## src/rtl/pwm_ramp_ctrl.sv

```systemverilog
// rtl/pwm_ramp_ctrl.sv - PWM period counter and soft-ramped duty sequencer
//
// Owns the free-running PWM period counter and the applied duty register. A new target
// duty is accepted over a valid/ready handshake while idle. The applied duty then moves
// toward the target by at most STEP per ramp step, with one step every DIV periods.
// The duty register is only written on the wrap cycle, so each new value takes effect
// from pwm_cnt == 0 and a PWM period is never cut short.
//
// Ports:
//   clk          - system clock, rising edge
//   rst          - asynchronous active-high reset
//   tgt_valid    - target duty offered
//   tgt_duty     - requested duty
//   tgt_ready    - target can be accepted (IDLE only)
//   pwm_cnt      - free-running period counter
//   duty         - applied duty (PWM high while pwm_cnt < duty)
//   period_start - high while pwm_cnt == 0
//   busy         - ramp in progress
//   done         - one-cycle pulse when the applied duty reaches the accepted target
module pwm_ramp_ctrl #(
    parameter int RESOLUTION = 10,
    parameter int STEP       = 8,
    parameter int DIV        = 1
) (
    input  logic                  clk,
    input  logic                  rst,
    input  logic                  tgt_valid,
    input  logic [RESOLUTION-1:0] tgt_duty,
    output logic                  tgt_ready,
    output logic [RESOLUTION-1:0] pwm_cnt,
    output logic [RESOLUTION-1:0] duty,
    output logic                  period_start,
    output logic                  busy,
    output logic                  done
);

    localparam int DW = (DIV > 1) ? $clog2(DIV) : 1;
    localparam logic [DW-1:0] LP_DIV_LAST = DW'(DIV - 1);
    localparam logic signed [RESOLUTION:0] LP_STEP = (RESOLUTION + 1)'(STEP);

    typedef enum logic [1:0] {
        S_IDLE,
        S_RAMP,
        S_DONE
    } state_t;

    state_t                  r_state;
    state_t                  w_state_nxt;
    logic [RESOLUTION-1:0]   r_pwm_cnt;
    logic [RESOLUTION-1:0]   r_duty;
    logic [RESOLUTION-1:0]   r_target;
    logic [DW-1:0]           r_div_cnt;
    logic                    w_wrap;
    logic                    w_accept;
    logic                    w_step;
    logic                    w_div_adv;
    logic signed [RESOLUTION:0] w_diff;
    logic signed [RESOLUTION:0] w_delta;
    logic [RESOLUTION-1:0]   w_duty_stepped;

    assign w_wrap       = &r_pwm_cnt;
    assign period_start = (r_pwm_cnt == '0);
    assign pwm_cnt      = r_pwm_cnt;
    assign duty         = r_duty;

    // Signed distance to target, one bit wider than duty so both directions fit.
    assign w_diff = $signed({1'b0, r_target}) - $signed({1'b0, r_duty});

    // Clamp the step to the remaining distance: the ramp lands exactly on the target
    // and the sum below can never leave 0..2**RESOLUTION-1.
    always_comb begin
        w_delta = '0;
        if (w_diff > 0) begin
            w_delta = (w_diff > LP_STEP) ? LP_STEP : w_diff;
        end else if (w_diff < 0) begin
            w_delta = (-w_diff > LP_STEP) ? -LP_STEP : w_diff;
        end
    end

    assign w_duty_stepped = r_duty + w_delta[RESOLUTION-1:0];

    always_ff @(posedge clk or posedge rst) begin
        if (rst) begin
            r_state <= S_IDLE;
        end else begin
            r_state <= w_state_nxt;
        end
    end

    always_comb begin
        w_state_nxt = r_state;
        w_accept    = 1'b0;
        w_step      = 1'b0;
        w_div_adv   = 1'b0;
        tgt_ready   = 1'b0;
        busy        = 1'b0;
        done        = 1'b0;
        case (r_state)
            S_IDLE: begin
                tgt_ready = 1'b1;
                if (tgt_valid) begin
                    w_accept    = 1'b1;
                    w_state_nxt = (tgt_duty == r_duty) ? S_DONE : S_RAMP;
                end
            end
            S_RAMP: begin
                busy = 1'b1;
                if (w_wrap) begin
                    if (r_div_cnt == LP_DIV_LAST) begin
                        w_step = 1'b1;
                        if (w_duty_stepped == r_target) begin
                            w_state_nxt = S_DONE;
                        end
                    end else begin
                        w_div_adv = 1'b1;
                    end
                end
            end
            S_DONE: begin
                done        = 1'b1;
                w_state_nxt = S_IDLE;
            end
            default: begin
                w_state_nxt = S_IDLE;
            end
        endcase
    end

    always_ff @(posedge clk or posedge rst) begin
        if (rst) begin
            r_pwm_cnt <= '0;
            r_duty    <= '0;
            r_target  <= '0;
            r_div_cnt <= '0;
        end else begin
            r_pwm_cnt <= r_pwm_cnt + 1'b1;
            if (w_accept) begin
                r_target  <= tgt_duty;
                r_div_cnt <= '0;
            end
            if (w_step) begin
                r_duty    <= w_duty_stepped;
                r_div_cnt <= '0;
            end else if (w_div_adv) begin
                r_div_cnt <= r_div_cnt + DW'(1);
            end
        end
    end

endmodule

```

## config.mk

```make
export PLATFORM = sky130hd
export DESIGN_NAME = pwm_ramp_ctrl
export DESIGN_NICKNAME = d
export VERILOG_FILES = /design/src/rtl/pwm_ramp_ctrl.sv
export SDC_FILE = /design/constraint.sdc
export NUM_CORES = 1
export LEC_CHECK = 0
export ABC_AREA = 1
export CORE_MARGIN = 2
export CORE_UTILIZATION = 50
export CTS_CLUSTER_SIZE = 10
export DETAILED_ROUTE_END_ITERATION = 10
export MAX_ROUTING_LAYER = met4
export PLACE_DENSITY = 0.69
export SLEW_MARGIN = 10
export SYNTH_ARGS = -nofsm -noshare
export SYNTH_HDL_FRONTEND = slang
export SYNTH_SLANG_ARGS = --single-unit
```

## constraint.sdc

```tcl
create_clock -name clk -period 5.1 [get_ports clk]
set_input_delay 0.51 -clock clk [delete_from_list [all_inputs] [get_ports clk]]
set_output_delay 0.51 -clock clk [all_outputs]
set_load 0.02 [all_outputs]
```

==> results.ini <==
[clock_network]
post_cts_buffers = 0
clk_pin_slew_ns = 0.07
clkLatencyLatePin_ns = 0.29
cts_tree = built
cts_buffer_depth = 2
root_buffer = clkbuf_8
cts_htree_levels = 2
cts_sinks = 33
cts_hold_buf = 0
post_cts_resize_count = 0
numCtsBuffers = 5

[synth]
ys_warn_count = 0
synth_top_area_share_pct = 28.55
seq_area_frac_synth_pct = 28.55
netlist_area_um2 = 2893
postSynthAreaPerCell_um2 = 7.178
yosys-top-cells-area = dfrtp_1 29%, nand2_1 13%, inv_1 9.6%, ha_1 9.1%, nand3_1 5.4%
syn_nets = 439
syn_inst = 403
yosysUniqueCellTypes = 39
synth_top_area_cell = dfrtp_1
synth-seq-cells = 33

[timing]
slew_headroom_pct = 49.10
worst_slew_pin_slew_ns = 0.7577
max_freq_ghz = 0.2189
skew_ns = 0.005981
finalWorstSetupSlack_ns = 0.5316
report.final.hold_viol_count = 0
slew_violations = 0
rsz0062_at_grt = no
fin_crit_sh_pct = 89.58
finalCriticalPeriod_ns = 4.568
setup_viol = 0
tns_ns = 0

[drt]
ant_nets = 0
first_iter_violations = 133
routedWlPerCell_um = 13.17
wirelength_um = 6822
routed_via_density = 5.118
drc = 0
drtPass1Iterations = 4
via_count = 2651

[grt]
overflow = 0
grt_max_degree = 34
grt_usage_pct = 24.14
grt_pass1_wl_um = 11870
grt_pass1_vias = 2583
antenna_found_initial = 0

[floorplan]
row_count = 27
die_w_um = 80.06
dieArea_um2 = 6410
core_area_um2 = 5540
fp.dieH_um = 80.06
initial_core_util_pct = 52.21
io_pins = 37

[job]
cap_violations = 0

[run_status]
status = completed

[min_path]
min_path_type = flop to flop
worstHoldPathCells = 1

[placement]
post-dp-hpwl_um = 5521
port_buffers = 36
place_ws_ns = 0.5843
dp_cells = 510
gp_congestion = 0.9157

[layout]
fin_cells = 518
layout_commonest_cell = nand2_1
layout_common_cells = 97 x nand2_1, 74 x inv_1, 36 x clkdlybuf4s50_1, 33 x dfrtp_1, 31 x nand3_1
final_util_pct = 62.42
layout-drive-gt1-share_pct = 10.09
layout.nets = 481
area_delta_synth_final_pct = 19.55
antennaDiodeCount = 0

[worst_setup_path]
cp.arrival_ns = 4.75
critPathKind = flop to flop
end_kind = flop
slowest_stage = fa_1
crit_top_cell = nor2_1
critPathLaunchType = flop
slowest_delay_ns = 0.47
reg2reg_depth = 28
cp_max_fo = 6
crit_required_ns = 5.28

[pwr]
power.leakage_nw = 1.787
peakVddDrop_uv = 268.9
p_total_mw = 1.736
pwr_density_cell_nw_per_um2 = 502.0

==> stage by stage <==
stage	area (µm²)	hold WS (ns)
after detailed placement	3342	0.4949
after global placement	3342	0.4806
after CTS	3458	0.5051
after floorplan	2893	0.4916
final	3458	0.5041
after global routing	3458	0.5418
==> worst paths after layout <==
kind | endpoint | slack (ns) | start
max in group asynchronous | r_target[5] | 4.18 | rst
worst min-delay path | pwm_cnt[9] | 0.50 | pwm_cnt[9]
worst min register to register | pwm_cnt[9] | 0.50 | pwm_cnt[9]
min in group asynchronous | pwm_cnt[1] | 0.61 | rst
worst max-delay path | r_state[0] | 0.53 | duty[0]
worst max register to register | r_state[0] | 0.53 | duty[0]
==> logic make-up after synthesis <==
kind of cell    synth area share [%]
simple gates                   35.08
fa+ha+maj                      10.47
buf+inv                        10.29
xor+xnor                       7.266
compound gates                 8.348
flops                          28.55
==> power by group <==
group / switching (mW) / internal [mW]
Sequential: 0.0496 / 0.307
Clock: 0.102 / 0.159
Combinational: 0.713 / 0.405
Total: 0.864 / 0.872
==> layer usage <==
metal,track usage [%],share of wire [%],vias up
li1,-,-,1356
met2,39.17,47,59
met5,-,0,-
met4,5.085,1.3,0
met1,32.26,49,1223
met3,3.708,3.3,13
==> sequential cells by signal (all words and copies together) (netlist names) <==
name	count
r_state	2
duty	10
pwm_cnt	10
r_div_cnt	1
r_target	10
==> worst max-delay path: cells and delay by family, from the launching register on <==
kind                     cells  cell delay, ns
AND/OR/NAND/NOR             18            1.86
adder cells (fa/ha/maj)      4            1.38
AO/OA/AOI/OAI                4            0.50
flip-flops                   1            0.44
XOR/XNOR                     1            0.16
buffers and inverters        1            0.13
==> synthesized netlist by cell type <==
cell	count
nand2_1	97
inv_1	74
dfrtp_1	33
nand3_1	31
o21ai_0	23
ha_1	21
nor2_1	21
xor2_1	16
nand2_2	13
a21oi_1	12
xnor2_1	8
nand4_1	7
nand3_2	6
nand2_4	5
nor3_1	5
nor2_4	3
clkinv_1	2
fa_1	2
nand3b_1	2
nor4_1	2
or2_2	2
a211oi_1	1
a21boi_0	1
a21boi_1	1
a21o_1	1
a21oi_4	1
and2_1	1
buf_2	1
clkbuf_1	1
inv_2	1
nor2_2	1
nor2_8	1
nor3_2	1
nor3b_2	1
nor4_2	1
o211ai_1	1
o21ai_1	1
o21bai_1	1
or2_4	1
==> layout make-up <==
cell class                      count  area [µm²]
Fill cell                         547        2082
Multi-Input combinational cell    291        1769
Sequential cell                    33       825.8
Timing Repair Buffer               37       367.9
Inverter                           77       289.0
Tap cell                           72       90.09
Clock buffer                        7       86.33
Clock inverter                      1       30.03
(Power assumes the default switching activity.)
==> RTL change 1 (same flow settings) <==
Change the parameter `RESOLUTION` from 10 to 12.
--- a/src/rtl/pwm_ramp_ctrl.sv
+++ b/src/rtl/pwm_ramp_ctrl.sv
@@ -19,5 +19,5 @@
 //   done         - one-cycle pulse when the applied duty reaches the accepted target
 module pwm_ramp_ctrl #(
-    parameter int RESOLUTION = 10,
+    parameter int RESOLUTION = 12,
     parameter int STEP       = 8,
     parameter int DIV        = 1
Ports: changed (resized duty, pwm_cnt and tgt_duty); port bits go from 37 to 43. No check against the original RTL was run, so the function may have changed too.
==> RTL change 1 against the unedited design <==
Sequential cell count increased by 6; critical endpoint is now r_state[1]; largest power group unchanged; design area up 20%; power rose by 15%; wire length grew 33%; clock skew decreased by 0.0014 ns; first-iteration DRC count grew 41%; area after synthesis increased by 22%; setup slack gained 0.021 ns; sequential share of layout area down 0.42 points.
==> RTL change 1: results (changes against the unedited design) <==
.. list-table::
   :header-rows: 1

   * - Metric
     - Value
   * - Share of final layout cell area taken by clock buffers and inverters
     - 2.102% (was 3.365%)
   * - Final instance area
     - 4167 µm² (was 3458 µm²)
   * - Sequential area share after synthesis
     - 27.63% (was 28.55%)
   * - CP Data Arrival Time
     - 4.77 ns (was 4.75 ns)
   * - Input/output buffers
     - 42 (was 36)
   * - List of most frequent post-synthesis cells
     - sky130_fd_sc_hd__nand2_1, sky130_fd_sc_hd__inv_1, sky130_fd_sc_hd__nand3_1, sky130_fd_sc_hd__dfrtp_1, sky130_fd_sc_hd__nor2_1 (was sky130_fd_sc_hd__nand2_1, sky130_fd_sc_hd__inv_1, sky130_fd_sc_hd__dfrtp_1, sky130_fd_sc_hd__nand3_1, sky130_fd_sc_hd__o21ai_0)
   * - DRC marker count from the first detailed-route iteration
     - 188 (was 133)
   * - Crit path largest cell delay
     - 0.53 ns (was 0.47 ns)
   * - Number of clock buffer instances in the layout
     - 6 (was 7)
   * - Register fraction of the total cell area
     - 23.45% (was 23.88%)
   * - Syn Nets
     - 580 (was 439)
   * - Placed insts
     - 673 (was 510)
   * - Run status
     - finished clean (unchanged)
   * - Count of buffers not belonging to the clock network in the layout
     - 43 (was 37)
   * - Share of final layout cell area taken by non-clock buffers
     - 10.27% (was 10.64%)
   * - Leakage power figure
     - 2.223 nW (was 1.787 nW)
   * - Number of non-clock inverters in the layout
     - 106 (was 77)
   * - Global-route wire length before repair
     - 15,210 µm (was 11,870 µm)
   * - Number of nets in the layout
     - 628 (was 481)
   * - Fill count
     - 679 (was 547)
   * - Synth area leaders
     - sky130_fd_sc_hd__dfrtp_1, sky130_fd_sc_hd__nand2_1, sky130_fd_sc_hd__inv_1 (unchanged)
   * - Synthesized area per cell
     - 6.590 µm² (was 7.178 µm²)
   * - Actual transition at the worst max-transition pin
     - 0.7174 ns (was 0.7577 ns)
   * - Overall via count from detail_route
     - 3,424 (was 2,651)
   * - Last weighted congestion value of the routability-driven placer
     - 0.9759 (was 0.9157)
   * - Peak supply drop
     - 0.3404 mV (was 0.2689 mV)
   * - Count of cell types in the netlist
     - 33 (was 39)
   * - Final worst clock skew
     - 0.004574 ns (was 0.005981 ns)
   * - Yosys reg bits
     - 39 (was 33)
   * - Post-placement setup slack
     - 0.4704 ns (was 0.5843 ns)
   * - HPWL Detailed
     - 7464 µm (was 5521 µm)
   * - Final routed wire length divided by cell count
     - 13.34 µm (was 13.17 µm)
   * - Highest net fanout along the worst path
     - 5 (was 6)
   * - Standard cell area after detailed placement
     - 4073 µm² (was 3342 µm²)
   * - Sum of routed wire length over all layers
     - 9073 µm (was 6822 µm)
   * - Pre-antenna DRT Iters
     - 5 (was 4)
   * - Total routing usage reported by global routing
     - 26.10% (was 24.14%)
   * - Multi-input combinational cell area
     - 2156 µm² (was 1769 µm²)
   * - Share of post-route cells with drive strength above 1
     - 4.623% (was 10.09%)
   * - Maximum number of pins on one net before global-route repair
     - 40 (was 34)
-- RTL change 1: changes by cell type after synthesis, moves of 5 or more --
cell                      unedited run  this run
sky130_fd_sc_hd__a31oi_1             0         5
sky130_fd_sc_hd__dfrtp_1            33        39
sky130_fd_sc_hd__ha_1               21        27
sky130_fd_sc_hd__inv_1              74       104
sky130_fd_sc_hd__nand2_1            97       162
sky130_fd_sc_hd__nand2_2            13         3
sky130_fd_sc_hd__nand3_1            31        49
sky130_fd_sc_hd__nand4_1             7        17
sky130_fd_sc_hd__nor2_1             21        35
-- RTL change 1: layer usage --
metal / track usage [%] / part of all wire (%) / vias up
met4: 6.198 / 1.5 / 0
li1: - / - / 1798
met2: 43.87 / 46 / 86
met3: 2.922 / 4.4 / 9
met5: - / 0 / -
met1: 33.84 / 48 / 1531
-- RTL change 1: kinds of logic after synthesis --
logic type	share of synthesized area (%)
AND/OR/NAND/NOR	36.31
buffers and inverters	11.48
AO/OA/AOI/OAI	6.802
flip-flops	27.63
adder cells (fa/ha/maj)	10.70
XOR/XNOR	6.447
multiplexers	0.6376
-- RTL change 1: worst paths after layout --
kind | from | to | slack [ns] | depth (start not counted)
max in group asynchronous | rst | duty[2] | 4.08 | 3
worst min register to register | pwm_cnt[0] | pwm_cnt[0] | 0.50 | 1
min in group asynchronous | rst | r_target[7] | 0.63 | 3
worst max register to register | duty[0] | r_state[1] | 0.55 | 28
worst max-delay path | duty[0] | r_state[1] | 0.55 | 28
worst min-delay path | pwm_cnt[0] | pwm_cnt[0] | 0.50 | 1
-- RTL change 1: power by group --
part           internal [mW]  switching, mW  leakage [nW]  total (mW)
sequential             0.362         0.0672         0.506       0.430
combinational          0.472          0.877          1.67        1.35
clock                  0.106          0.112        0.0470       0.218
==> RTL change 2 (same settings) <==
Made on the original files. Encoding of `state_t`: now one-hot (3 bits for 3 states).
--- a/src/rtl/pwm_ramp_ctrl.sv
+++ b/src/rtl/pwm_ramp_ctrl.sv
@@ -39,8 +39,8 @@
     localparam logic signed [RESOLUTION:0] LP_STEP = (RESOLUTION + 1)'(STEP);
 
-    typedef enum logic [1:0] {
-        S_IDLE,
-        S_RAMP,
-        S_DONE
+    typedef enum logic [2:0] {
+        S_IDLE = 3'b001,
+        S_RAMP = 3'b010,
+        S_DONE = 3'b100
     } state_t;
 
Check against the original RTL: no difference found for any inputs over 10 cycles, from zero or initial values and one cycle with rst high; not proved beyond that.
==> RTL change 2 against the unedited design <==
Wire length is 0.19% lower; sequential cell count is 1 higher; area after synthesis down 0.87%; design area about the same; setup slack gained 0.15 ns; die area decreased by 0.81%; power is 2.1% lower; largest cell class unchanged.
==> RTL change 2: results (changes against the unedited design) <==
.. list-table::
   :header-rows: 1

   * - Metric
     - Value
   * - Peak supply drop
     - 0.2149 mV (was 0.2689 mV)
   * - Total routing usage reported by global routing
     - 24.12% (was 24.14%)
   * - Global-route wire length before repair
     - 11,750 µm (was 11,870 µm)
   * - Met1 track utilization from global routing
     - 31.90% (was 32.26%)
   * - Placed insts
     - 523 (was 510)
   * - Post-Route M1 WL
     - 3253 µm (was 3320 µm)
   * - List of most frequent post-synthesis cells
     - sky130_fd_sc_hd__nand2_1, sky130_fd_sc_hd__inv_1, sky130_fd_sc_hd__nand3_1, sky130_fd_sc_hd__dfrtp_1 (was sky130_fd_sc_hd__nand2_1, sky130_fd_sc_hd__inv_1, sky130_fd_sc_hd__dfrtp_1, sky130_fd_sc_hd__nand3_1, sky130_fd_sc_hd__o21ai_0)
   * - Clk_lat worst skew
     - 0.30 ns
   * - Via density per instance
     - 5.028 (was 5.118)
   * - Met3 wirelength from detailed routing
     - 230 µm (was 228 µm)
   * - Share of post-route cells with drive strength above 1
     - 9.804% (was 10.09%)
   * - Sequential area share after synthesis
     - 29.71% (was 28.55%)
   * - Vias in the first global route
     - 2,589 (was 2,583)
   * - Crit path largest cell delay
     - 0.45 ns (was 0.47 ns)
   * - Run status
     - finished clean (unchanged)
   * - Leakage power figure
     - 1.840 nW (was 1.787 nW)
   * - Maximum number of pins on one net before global-route repair
     - 35 (was 34)
   * - Actual transition at the worst max-transition pin
     - 1.095 ns (was 0.7577 ns)
   * - CP Data Arrival Time
     - 4.65 ns (was 4.75 ns)
   * - Total net switching power
     - 0.8121 mW (was 0.8644 mW)
   * - Syn Nets
     - 452 (was 439)
   * - Power in the clock group
     - 0.306 mW (was 0.261 mW)
   * - Last weighted congestion value of the routability-driven placer
     - 0.9411 (was 0.9157)
   * - Standard cell area after detailed placement
     - 3322 µm² (was 3342 µm²)
   * - HPWL Detailed
     - 5372 µm (was 5521 µm)
   * - Met2 Use GR
     - 38.07% (was 39.17%)
   * - DRC marker count from the first detailed-route iteration
     - 142 (was 133)
   * - Total length of routed met2 wires
     - 3195 µm (was 3184 µm)
   * - Count of cell types in the netlist
     - 35 (was 39)
   * - Post-placement setup slack
     - 0.6881 ns (was 0.5843 ns)
   * - Fraction of power consumed by the clock network
     - 18.0% (was 15.0%)
   * - Met3 track demand over resource
     - 4.299% (was 3.708%)
   * - Synthesized area per cell
     - 6.894 µm² (was 7.178 µm²)
   * - Synth area leaders
     - sky130_fd_sc_hd__dfrtp_1, sky130_fd_sc_hd__nand2_1, sky130_fd_sc_hd__inv_1 (unchanged)
   * - CP delay by family, top
     - simple AND/OR/NAND/NOR gates (unchanged)
   * - Antenna cells
     - 0 (unchanged)
   * - Number of nets in the layout
     - 494 (was 481)
   * - Sum of routed wire length over all layers
     - 6809 µm (was 6822 µm)
   * - Combinational share of power
     - 60.3% (was 64.4%)
RTL change 2: final timing paths:
check | depth (start not counted) | slack, ns | end
hold / removal | 1 | 0.52 | pwm_cnt[5]
hold reg to reg | 1 | 0.52 | pwm_cnt[5]
min in group asynchronous | 3 | 0.61 | pwm_cnt[8]
max in group asynchronous | 3 | 4.15 | r_state[0]
setup / recovery | 31 | 0.68 | r_state[2]
setup reg to reg | 31 | 0.68 | r_state[2]
RTL change 2: area by class of cell:
class / count / area, µm²
repair buffers: 38 / 375.4
clock inverters: 3 / 68.82
well taps: 72 / 90.09
inverters: 80 / 300.3
flip-flops and latches: 34 / 852.1
clock buffers: 5 / 68.82
fillers: 517 / 2047
multi-input cells: 299 / 1704
RTL change 2: logic make-up after synthesis:
family,after synthesis,synth area share (%)
compound gates,41,8.464
xor+xnor,18,5.497
fa+ha+maj,23,10.56
buf+inv,83,10.86
flops,34,29.71
simple gates,217,34.90
